===== src/rtl/pc_sequencer.sv =====
// Program-counter sequencer: sequential/branch/jump/call/return next-PC selection
// backed by a circular return-address stack with saturating count and sticky error flag.
module pc_sequencer #(
    parameter int ADDR_W    = 32,
    parameter int OFF_W     = 8,
    parameter int RAS_DEPTH = 4
) (
    input  logic              CLK,
    input  logic              RESET,
    input  logic              STALL,
    input  logic              BRANCH,
    input  logic [1:0]        BR_MODE,
    input  logic              ZERO,
    input  logic              NEG,
    input  logic              JUMP,
    input  logic              CALL,
    input  logic              RET,
    input  logic [OFF_W-1:0]  OFFSET,
    output logic [ADDR_W-1:0] PC,
    output logic [ADDR_W-1:0] NEXTPC,
    output logic              RAS_EMPTY,
    output logic              RAS_FULL,
    output logic              RAS_ERR
);

    localparam int SP_W  = $clog2(RAS_DEPTH);
    localparam int CNT_W = SP_W + 1;

    logic [ADDR_W-1:0] r_pc;
    logic [ADDR_W-1:0] r_stack [RAS_DEPTH];
    logic [SP_W-1:0]   r_sp;
    logic [CNT_W-1:0]  r_cnt;
    logic              r_err;

    logic [ADDR_W-1:0] w_seq;
    logic [ADDR_W-1:0] w_off_ext;
    logic [ADDR_W-1:0] w_tgt;
    logic [ADDR_W-1:0] w_top;
    logic [SP_W-1:0]   w_sp_dec;
    logic              w_cond;
    logic              w_taken;
    logic              w_empty;
    logic              w_full;
    logic              w_push;
    logic              w_pop;
    logic              w_under;
    logic              w_adv;

    assign w_seq     = r_pc + ADDR_W'(4);
    assign w_off_ext = ADDR_W'($signed(OFFSET));
    assign w_tgt     = w_seq + (w_off_ext << 2);

    always_comb begin
        w_cond = 1'b0;
        unique case (BR_MODE)
            2'b00: w_cond = ZERO;
            2'b01: w_cond = ~ZERO;
            2'b10: w_cond = NEG;
            2'b11: w_cond = ~NEG;
            default: w_cond = 1'b0;
        endcase
    end

    assign w_taken  = BRANCH & w_cond;
    assign w_empty  = (r_cnt == '0);
    assign w_full   = (r_cnt == CNT_W'(RAS_DEPTH));
    // sp addresses the next free slot; when full it also addresses the oldest entry
    assign w_sp_dec = r_sp - SP_W'(1);
    assign w_top    = r_stack[w_sp_dec];

    assign w_pop    = RET & ~w_empty;
    assign w_under  = RET & w_empty;
    assign w_push   = CALL & ~RET;
    assign w_adv    = ~RESET & ~STALL;

    always_comb begin
        NEXTPC = w_seq;
        if (w_pop) begin
            NEXTPC = w_top;
        end else if (RET) begin
            NEXTPC = w_seq;
        end else if (CALL || JUMP || w_taken) begin
            NEXTPC = w_tgt;
        end
    end

    always_ff @(posedge CLK) begin
        if (RESET) begin
            r_pc  <= '0;
            r_sp  <= '0;
            r_cnt <= '0;
            r_err <= 1'b0;
        end else if (!STALL) begin
            r_pc <= NEXTPC;
            if (w_push) begin
                r_sp <= r_sp + SP_W'(1);
                if (w_full) begin
                    r_err <= 1'b1;
                end else begin
                    r_cnt <= r_cnt + CNT_W'(1);
                end
            end else if (w_pop) begin
                r_sp  <= w_sp_dec;
                r_cnt <= r_cnt - CNT_W'(1);
            end else if (w_under) begin
                r_err <= 1'b1;
            end
        end
    end

    // Entry contents are never cleared; the count gates every read after reset.
    always_ff @(posedge CLK) begin
        if (w_adv && w_push) begin
            r_stack[r_sp] <= w_seq;
        end
    end

    assign PC        = r_pc;
    assign RAS_EMPTY = w_empty;
    assign RAS_FULL  = w_full;
    assign RAS_ERR   = r_err;

endmodule


===== config.mk =====
export PLATFORM = sky130hd
export DESIGN_NAME = pc_sequencer
export DESIGN_NICKNAME = d
export VERILOG_FILES = /design/src/rtl/pc_sequencer.sv
export SDC_FILE = /design/constraint.sdc
export NUM_CORES = 1
export LEC_CHECK = 0
export BUFFER_PORTS_ARGS = -buffer_cell sky130_fd_sc_hd__buf_2
export CAP_MARGIN = 10
export CORE_MARGIN = 3
export CORE_UTILIZATION = 40
export CTS_BUF_LIST = sky130_fd_sc_hd__clkbuf_16
export DETAILED_ROUTE_END_ITERATION = 8
export PLACE_DENSITY_LB_ADDON = 0.3
export SKIP_LAST_GASP = 1
export SYNTH_ARGS = -nofsm -noshare
export SYNTH_HDL_FRONTEND = slang
export SYNTH_SLANG_ARGS = --single-unit

===== constraint.sdc =====
create_clock -name CLK -period 7.1 [get_ports CLK]
set_input_delay 1.42 -clock CLK [delete_from_list [all_inputs] [get_ports CLK]]
set_output_delay 1.42 -clock CLK [all_outputs]
set_load 0.05 [all_outputs]

# After elaboration in Yosys (flattened, before gate mapping)
# Memories as Yosys holds them, arrays and structs flattened.
# Cells that the tools add are included.
# op_classes
addsub	6
n_eq_ne	7
mux	15
bitwise	11
reduce_logical	10
# op_table
operator	n
32-bit two-way mux	3
32-bit by 3-bit adder with 32-bit output (second input constant)	1
32-bit adder	1
3-bit two-way mux	3
1-bit two-way mux	6
2-bit != test (second input constant)	3
1-bit NOT	6
1-bit bitwise AND	5
2-bit == test (second input constant)	2
2-bit two-way mux	2
1-bit case mux with 4 select lines	1
4-bit AND reduction	1
2-bit nonzero test	2
3-bit by 1-bit adder with 3-bit output (second input constant)	1
3-bit == test (second input constant)	1
3-bit zero test	1
3-bit AND reduction	1
3-bit by 1-bit subtractor with 3-bit output (second input constant)	1
2-bit by 1-bit adder with 2-bit output (second input constant)	1
2-bit by 1-bit == test with 1-bit output (second input constant)	1
2-bit zero test	1
1-bit logical OR	2
2-bit AND reduction	1
2-bit by 1-bit subtractor with 2-bit output (second input constant)	1
1-bit logical AND	1
# word_totals
ff_bits	38
ramBits	128
in_bits	19
word_cells	54
mem_count	1
# mem_list
name	words	width	read_ports	rd_clocked_by_memory_dff	write_ports	line_no	source
r_stack	4	32	1	0	1	30	logic [ADDR_W-1:0] r_stack [RAS_DEPTH];

# Longest topological paths before layout
# Gate-level depths: netlist of run 1.
# logic_depth
depth_word	7
mapped_depth	16
depth_no_buf	16

# Least setup slack after synthesis of run 1
# No wires, ideal clock.
# synth_timing
path_kind	reg-to-output
from	register r_pc[4] (netlist: PC[4])
to	output NEXTPC[29]
arrival_ns	4.548
required_time_ns	5.680
path_slack_ns	1.132
stages_incl_launch_ff	14
cell_sequence	dfxtp_1 > and4_4 > nand4_4 > or4_2 > xnor2_1 > ha_1 > nand4_1 > a2111o_1 > a311o_1 > a21boi_2 > a21o_1 > a211oi_1 > o31a_1 > nor2_1
# synth_via
elab_chain_len	5
# synth_rtl
element	line_no	source
start, declared	29	logic [ADDR_W-1:0] r_pc;
start signal, assigned	89	r_pc <= '0;
start signal, assigned	94	r_pc <= NEXTPC;
32-bit by 3-bit adder with 32-bit output	49	assign w_seq = r_pc + ADDR_W'(4);
net w_seq[13]	35	logic [ADDR_W-1:0] w_seq;
32-bit adder	51	assign w_tgt = w_seq + (w_off_ext << 2);
32-bit two-way mux	82	end else if (CALL || JUMP || w_taken) begin
32-bit two-way mux	80	end else if (RET) begin
32-bit two-way mux	78	if (w_pop) begin
end, declared	20	output logic [ADDR_W-1:0] NEXTPC,
# The timed path passes the listed nets, and every way through them passes these cells.

# Worst setup path after layout of run 1
# layout_timing
from	register r_pc[4] (netlist: PC[4])
to	output NEXTPC[31]
# The elaborated chain is that of the path after synthesis.

==> results.json, run 1 <==
{
  "route.met2.wl_um": 11500,
  "routabilityCongestion": 0.928,
  "pwr_density_cell_nw_per_um2": 285,
  "clock_tree.buffer_depth": 2,
  "dpl.cell_count": 1105,
  "path_class": "reg2out",
  "r2r-start": "PC[4]$_SDFFE_PP0N_",
  "synth_warnings": 0,
  "synth_area_leaders": "sky130_fd_sc_hd__edfxtp_1 (43%), sky130_fd_sc_hd__dfxtp_1 (8.4%), sky130_fd_sc_hd__mux4_2 (7.7%)",
  "hold_start": "RAS_ERR$_SDFFE_PP0P_",
  "crit_fanout": 7,
  "worst-endpoint-arrival_ps": 4910,
  "clkLatencyLatePin_ps": 430,
  "post-layout-total-power_mw": 2.93,
  "tritoncts.num_buffers": 17,
  "pin_count_of_the_biggest_net_entering_global_routing": 40,
  "finalInstanceArea_sq_um": 10300,
  "wl_met3_um": 1130,
  "flow.area_growth_from_synthesis_pct": 13.9,
  "postRouteAntennaNets": 0,
  "nFillCells": 1983,
  "dpl-instance-area_sq_um": 9720,
  "p_leak_nw": 4.01,
  "design.die.area_sq_um": 24400,
  "antenna_found_initial": 0,
  "cp_data_required_time_ps": 5680,
  "clk_pin_slew_worst_paths_ps": 60,
  "final.setup.tns_ps": 0,
  "post_cts_hold_buffer_count": 0,
  "drt_iter0_markers": 512,
  "route.detailed.wl_per_inst_um": 20.6,
  "synth_seq_cells": 166,
  "final_number_of_setup_violating_endpoints": 0,
  "synth-edff-count": 128,
  "drt_pass1_iterations": 5,
  "hold-path-cell-count": 2,
  "final_layout_size_suffix_gt1_share_pct": 19.8,
  "drt-vias-per-instance": 5.79,
  "regToRegSetupSlack_ps": 2640,
  "syn-mean-instance-area_sq_um": 11.8,
  "detailed_place_hpwl_um": 15900,
  "clk_root_buffer_cell": "sky130_fd_sc_hd__clkbuf_16",
  "netlist_instances": 765,
  "synthDominantCellAreaShare_pct": 42.6,
  "timing.final.hold_violations": 0,
  "synth-main-ff-cell": "sky130_fd_sc_hd__edfxtp_1",
  "worstSetupStartpointType": "flop",
  "final.setup_skew_ps": 14.9,
  "yosys.cell_count.top_type": "sky130_fd_sc_hd__edfxtp_1",
  "worstReg2RegEnd": "PC[31]$_SDFFE_PP0N_",
  "postLayoutCoreUtil_pct": 46.7,
  "port-buffer-count": 85,
  "final.period_utilization_pct": 89.2,
  "nets": 905,
  "synthArstFlopShare_pct": 0,
  "synth_cell_type_count": 73,
  "syn_area_sq_um": 9010,
  "antenna_cells_inserted": 0,
  "cts_setup_buffers": 0,
  "vias": 6580,
  "ff2ff_path_depth": 14,
  "grt.total_usage_pct": 19.4,
  "maxSlewHeadroom_pct": 38.8,
  "yosys-top-cells-count": "sky130_fd_sc_hd__edfxtp_1 (128), sky130_fd_sc_hd__nand2_1 (89), sky130_fd_sc_hd__a21oi_1 (51)",
  "post_cts_resize_count": 0,
  "boundaryPins": 86,
  "synthDominantAreaCellType": "sky130_fd_sc_hd__edfxtp_1",
  "tritoncts": "built",
  "grt_pass1_vias": 6314,
  "htree_levels": 4,
  "timing.final.crit_period_ps": 6330,
  "start_util_pct": 41.1,
  "fmaxAchievable_mhz": 158,
  "fp_rows": 54,
  "cp-end-kind": "output port",
  "final_cells": 1137,
  "die_height_um": 156,
  "grt_first_pass_wirelength_um": 36300,
  "core_area_sq_um": 22000,
  "die-width_um": 156,
  "hold_class": "reg2reg",
  "synthesis.nets": 826,
  "met1_length_um": 10400,
  "vdd.ir_drop.worst_v": 0.000162,
  "slew_violations": 0,
  "result_of_the_run": "complete, no violations",
  "drcViolationCount": 0,
  "grt.overflow.total": 0,
  "clkSinkCount": 166,
  "seq_area_frac_synth_pct": 51.1,
  "dr.max_layer_used": "met4",
  "hold_path_end": "RAS_ERR$_SDFFE_PP0P_",
  "wl_um": 23400,
  "timing_worst_slew_pin_value_ps": 919,
  "grt_setup_unrepaired": "false",
  "max_cap_violations": 0
}
-- per-stage QoR --
stage / worst slack, ps / hold slack, ps
2_1_floorplan: 1130 / 461
3_3_place_gp: 1210 / 444
3_5_place_dp: 1190 / 454
4_1_cts: 852 / 469
5_1_grt: 501 / 479
6_report: 765 / 464
-- area by class of cell --
cell class / count / area (sq um) / share of cell area (%)
well taps: 280 / 350 / 3.41
multi-input cells: 541 / 4190 / 40.8
repair buffers: 94 / 493 / 4.80
flip-flops and latches: 166 / 4610 / 44.9
inverters: 24 / 90.1 / 0.878
clock inverters: 15 / 115 / 1.12
clock buffers: 17 / 425 / 4.14
-- where the power goes --
| group | switching, mW | internal (mW) | leakage, nW |
|---|---|---|---|
| clock network | 0.384 | 0.478 | 0.267 |
| logic | 0.648 | 0.281 | 2.26 |
| registers | 0.0410 | 1.09 | 1.49 |
-- worst max-delay path, stage by stage (launching register included) --
cell and delay [ps]:
sky130_fd_sc_hd__dfxtp_1 480, sky130_fd_sc_hd__and4_4 310, sky130_fd_sc_hd__nand4_4 170, sky130_fd_sc_hd__nor4_4 490, sky130_fd_sc_hd__and2b_2 250, sky130_fd_sc_hd__xor2_1 460
sky130_fd_sc_hd__ha_1 390, sky130_fd_sc_hd__a211o_1 280, sky130_fd_sc_hd__a21oi_1 260, sky130_fd_sc_hd__a311oi_1 170, sky130_fd_sc_hd__o211a_1 290, sky130_fd_sc_hd__o2111ai_1 180
sky130_fd_sc_hd__and3b_1 230, sky130_fd_sc_hd__mux2i_1 250, sky130_fd_sc_hd__nand2_1 80, sky130_fd_sc_hd__buf_2 210
-- how the worst max path moves through the flow --
stage,start,to,slack (ps),cells after the start
6_report,PC[4]$_SDFFE_PP0N_,NEXTPC[31],770,15
5_1_grt,PC[4]$_SDFFE_PP0N_,NEXTPC[31],500,15
4_1_cts,PC[4]$_SDFFE_PP0N_,NEXTPC[31],850,15
3_3_place_gp,OFFSET[7],NEXTPC[31],1210,12
3_5_place_dp,OFFSET[7],NEXTPC[31],1190,12
2_1_floorplan,PC[4]$_SDFFE_PP0N_,NEXTPC[29],1130,13
-- cell usage in the layout, fill, tap and decap left out, types with 5 or more instances in the layout --
| master | synthesis | final |
|---|---|---|
| sky130_fd_sc_hd__mux4_2 | 31 | 31 |
| sky130_fd_sc_hd__a211oi_1 | 8 | 8 |
| sky130_fd_sc_hd__o21bai_1 | 5 | 5 |
| sky130_fd_sc_hd__clkbuf_16 | 0 | 17 |
| sky130_fd_sc_hd__and3_1 | 10 | 6 |
| sky130_fd_sc_hd__nand2b_1 | 6 | 6 |
| sky130_fd_sc_hd__a21oi_1 | 51 | 51 |
| sky130_fd_sc_hd__nand2_1 | 89 | 89 |
| sky130_fd_sc_hd__mux2i_1 | 15 | 15 |
| sky130_fd_sc_hd__nand3_1 | 20 | 20 |
| sky130_fd_sc_hd__dfxtp_1 | 38 | 37 |
| sky130_fd_sc_hd__inv_1 | 24 | 26 |
| sky130_fd_sc_hd__o21ai_0 | 11 | 11 |
| sky130_fd_sc_hd__xor2_1 | 18 | 18 |
| sky130_fd_sc_hd__o211ai_1 | 5 | 5 |
| sky130_fd_sc_hd__a31oi_1 | 13 | 13 |
| sky130_fd_sc_hd__edfxtp_1 | 128 | 128 |
| sky130_fd_sc_hd__o21ai_1 | 7 | 7 |
| sky130_fd_sc_hd__a211o_1 | 5 | 5 |
| sky130_fd_sc_hd__nor3_1 | 11 | 11 |
| sky130_fd_sc_hd__a21o_1 | 18 | 18 |
| sky130_fd_sc_hd__and3_2 | 1 | 5 |
| sky130_fd_sc_hd__or3_1 | 6 | 6 |
| sky130_fd_sc_hd__ha_1 | 40 | 40 |
| sky130_fd_sc_hd__a22oi_1 | 7 | 7 |
| sky130_fd_sc_hd__nor2_1 | 47 | 46 |
| sky130_fd_sc_hd__buf_2 | 6 | 85 |
| sky130_fd_sc_hd__nand4_1 | 13 | 13 |
| sky130_fd_sc_hd__buf_4 | 2 | 9 |
| sky130_fd_sc_hd__and2_1 | 5 | 5 |
| sky130_fd_sc_hd__xnor2_1 | 31 | 31 |
-- metal layers --
metal	global-route usage [%]	up-vias
li1	-	3089
met1	26.0	3288
met4	6.04	0
met2	32.0	174
met3	3.69	29
met5	0	-
-- registers in the layout, summed over array words and instances (netlist names) --
register / flops
PC: 32
RAS_ERR: 1
r_stack: 128
r_cnt: 3
r_sp: 2
-- cell families after synthesis --
logic type	after synthesis	share of synthesized area, %
xor+xnor	50	5.07
buf+inv	58	2.58
compound gates	171	13.1
fa+ha+maj	42	6.00
mux	46	9.41
simple gates	232	12.8
flops	166	51.1
(Power assumes the default switching activity.)
==> inputs of run 2 (changes only) <==
--- a/config.mk
+++ b/config.mk
@@ -7,6 +7,7 @@
 export LEC_CHECK = 0
 export BUFFER_PORTS_ARGS = -buffer_cell sky130_fd_sc_hd__buf_2
 export CAP_MARGIN = 10
+export CORE_ASPECT_RATIO = 0.9
 export CORE_MARGIN = 3
 export CORE_UTILIZATION = 40
 export CTS_BUF_LIST = sky130_fd_sc_hd__clkbuf_16
==> run 2 against run 1 <==
Routed wire length is 0.81% higher. Critical path depth stayed put. Die area hardly changed. Register-to-register slack better by 40 ps. Combinational power hardly changed. Global-route usage is 0.55 points higher. Sequential power hardly changed. Clock power is 13% higher.
==> results.json, run 2 (same netlist as run 1, synthesis figures left out) <==
{
  "result_of_the_run": "complete, no violations",
  "drt_pass1_iterations": 4,
  "final_layout_size_suffix_gt1_share_pct": 20.1,
  "final_common_cell": "sky130_fd_sc_hd__edfxtp_1",
  "cp_data_required_time_ps": 5680,
  "dpl-instance-area_sq_um": 9750,
  "antenna_found_initial": 0,
  "clock_tree.buffer_depth": 2,
  "detailed_place_hpwl_um": 16000,
  "final.period_utilization_pct": 88.7,
  "final_cell_mix": "sky130_fd_sc_hd__edfxtp_1 (128), sky130_fd_sc_hd__nand2_1 (89), sky130_fd_sc_hd__buf_2 (85)",
  "postRouteAntennaNets": 0,
  "final_number_of_setup_violating_endpoints": 0,
  "hold_start": "RAS_ERR$_SDFFE_PP0P_",
  "path_class": "reg2out",
  "cp-end-kind": "output port",
  "design.die.area_sq_um": 24400,
  "vdd.ir_drop.worst_v": 0.000132,
  "grt.total_usage_pct": 19.9,
  "maxSlewHeadroom_pct": 38.2,
  "clkLatencyLatePin_ps": 420,
  "timing.final.hold_violations": 0,
  "clk_pin_slew_worst_paths_ps": 60,
  "postLayoutCoreUtil_pct": 47.4,
  "tritoncts": "built",
  "crit_fanout": 7,
  "post_cts_resize_count": 0,
  "final.setup_skew_ps": 6.09,
  "registers.top_by_ff_count": "r_stack",
  "post_cts_hold_buffer_count": 0,
  "die_height_um": 148,
  "timing.final.crit_period_ps": 6300,
  "cts_setup_buffers": 0,
  "clk_root_buffer_cell": "sky130_fd_sc_hd__clkbuf_16",
  "hold_class": "reg2reg",
  "timing_worst_slew_pin_value_ps": 926,
  "slew_violations": 0,
  "p_leak_nw": 4.07,
  "drt-vias-per-instance": 5.61,
  "drcViolationCount": 0,
  "nets": 907,
  "drt_iter0_markers": 611,
  "grt_first_pass_wirelength_um": 37100,
  "worstReg2RegEnd": "PC[21]$_SDFFE_PP0N_",
  "port-buffer-count": 85,
  "pwr_density_cell_nw_per_um2": 293,
  "grt.overflow.total": 0,
  "grt_pass1_vias": 6467,
  "grt_setup_unrepaired": "false",
  "flow.area_growth_from_synthesis_pct": 15.0,
  "routabilityCongestion": 0.868,
  "nFillCells": 1994,
  "vias": 6452,
  "max_cap_violations": 0,
  "final.setup.tns_ps": 0,
  "critPathCapture": "NEXTPC[31]",
  "fmaxAchievable_mhz": 159,
  "antenna_cells_inserted": 0,
  "wl_um": 23600,
  "boundaryPins": 86,
  "start_util_pct": 41.2,
  "cp-startpoint": "PC[4]$_SDFFE_PP0N_",
  "ff2ff_path_depth": 14,
  "die-width_um": 164,
  "htree_levels": 4,
  "fp_rows": 51,
  "core_area_sq_um": 21900,
  "pin_count_of_the_biggest_net_entering_global_routing": 40,
  "largest_register_ff_count": 128,
  "worstSetupStartpointType": "flop",
  "r2r-start": "PC[4]$_SDFFE_PP0N_",
  "finalInstanceArea_sq_um": 10400,
  "regToRegSetupSlack_ps": 2680,
  "tritoncts.num_buffers": 17,
  "worst-endpoint-arrival_ps": 4880,
  "route.detailed.wl_per_inst_um": 20.5,
  "clkSinkCount": 166
}
-- run 2: cell count changes in the layout (fill, tap and decap cells not counted), sizes merged --
cell / change
clkinvlp: -2
clkinv: -4
buf: +2
inv: +3
bufinv: +3
-- run 2: report_power, final --
part           total (mW)  internal, mW  switching [mW]
clock network       0.974         0.587           0.388
registers            1.14          1.09          0.0413
logic               0.931         0.283           0.649
total                3.04          1.96            1.08
-- run 2: worst max-delay path, cell delays in order, from the launching register on --
cell and delay (ps):
sky130_fd_sc_hd__dfxtp_1 470, sky130_fd_sc_hd__and4_4 300, sky130_fd_sc_hd__nand4_4 160, sky130_fd_sc_hd__nor4_4 440
sky130_fd_sc_hd__and2b_2 250, sky130_fd_sc_hd__xor2_1 500, sky130_fd_sc_hd__ha_1 400, sky130_fd_sc_hd__a211o_1 270
sky130_fd_sc_hd__a21oi_1 220, sky130_fd_sc_hd__a311oi_1 190, sky130_fd_sc_hd__o211a_1 300, sky130_fd_sc_hd__o2111ai_1 200
sky130_fd_sc_hd__and3b_1 200, sky130_fd_sc_hd__mux2i_1 240, sky130_fd_sc_hd__nand2_1 80, sky130_fd_sc_hd__buf_2 210
-- run 2: final cells by class --
type                    count  area [sq um]  share of cell area (%)
clock buffers              17           425                    4.10
flip-flops and latches    166          4610                    44.4
repair buffers             96           508                    4.90
clock inverters            15           186                    1.80
inverters                  24          90.1                   0.869
multi-input cells         541          4190                    40.4
well taps                 291           364                    3.51
-- run 2: worst min-delay path by stage --
stage / end / slack (ps) / cells past startpoint
floorplan: r_cnt[2]$_SDFFE_PP0P_ / 460 / 2
global placement: RAS_ERR$_SDFFE_PP0P_ / 450 / 2
detailed placement: RAS_ERR$_SDFFE_PP0P_ / 460 / 2
CTS: RAS_ERR$_SDFFE_PP0P_ / 480 / 2
global route: RAS_ERR$_SDFFE_PP0P_ / 500 / 2
finish: RAS_ERR$_SDFFE_PP0P_ / 470 / 2
-- run 2: through the flow --
step | total power [mW] | setup WS, ps | hold WS, ps | cells
2_1_floorplan | 1.85 | 1130 | 461 | 765
3_3_place_gp | 2.08 | 1230 | 452 | 1118
3_5_place_dp | 2.08 | 1190 | 464 | 1118
4_1_cts | 3.05 | 781 | 479 | 1150
5_1_grt | 3.17 | 440 | 499 | 1150
6_report | 3.04 | 802 | 470 | 1150
-- run 2: metal layers --
metal	routed length, um	GRT usage (%)
met1	10600	27.3
met2	11600	32.8
met3	982	2.90
met4	445	6.26
met5	0	0
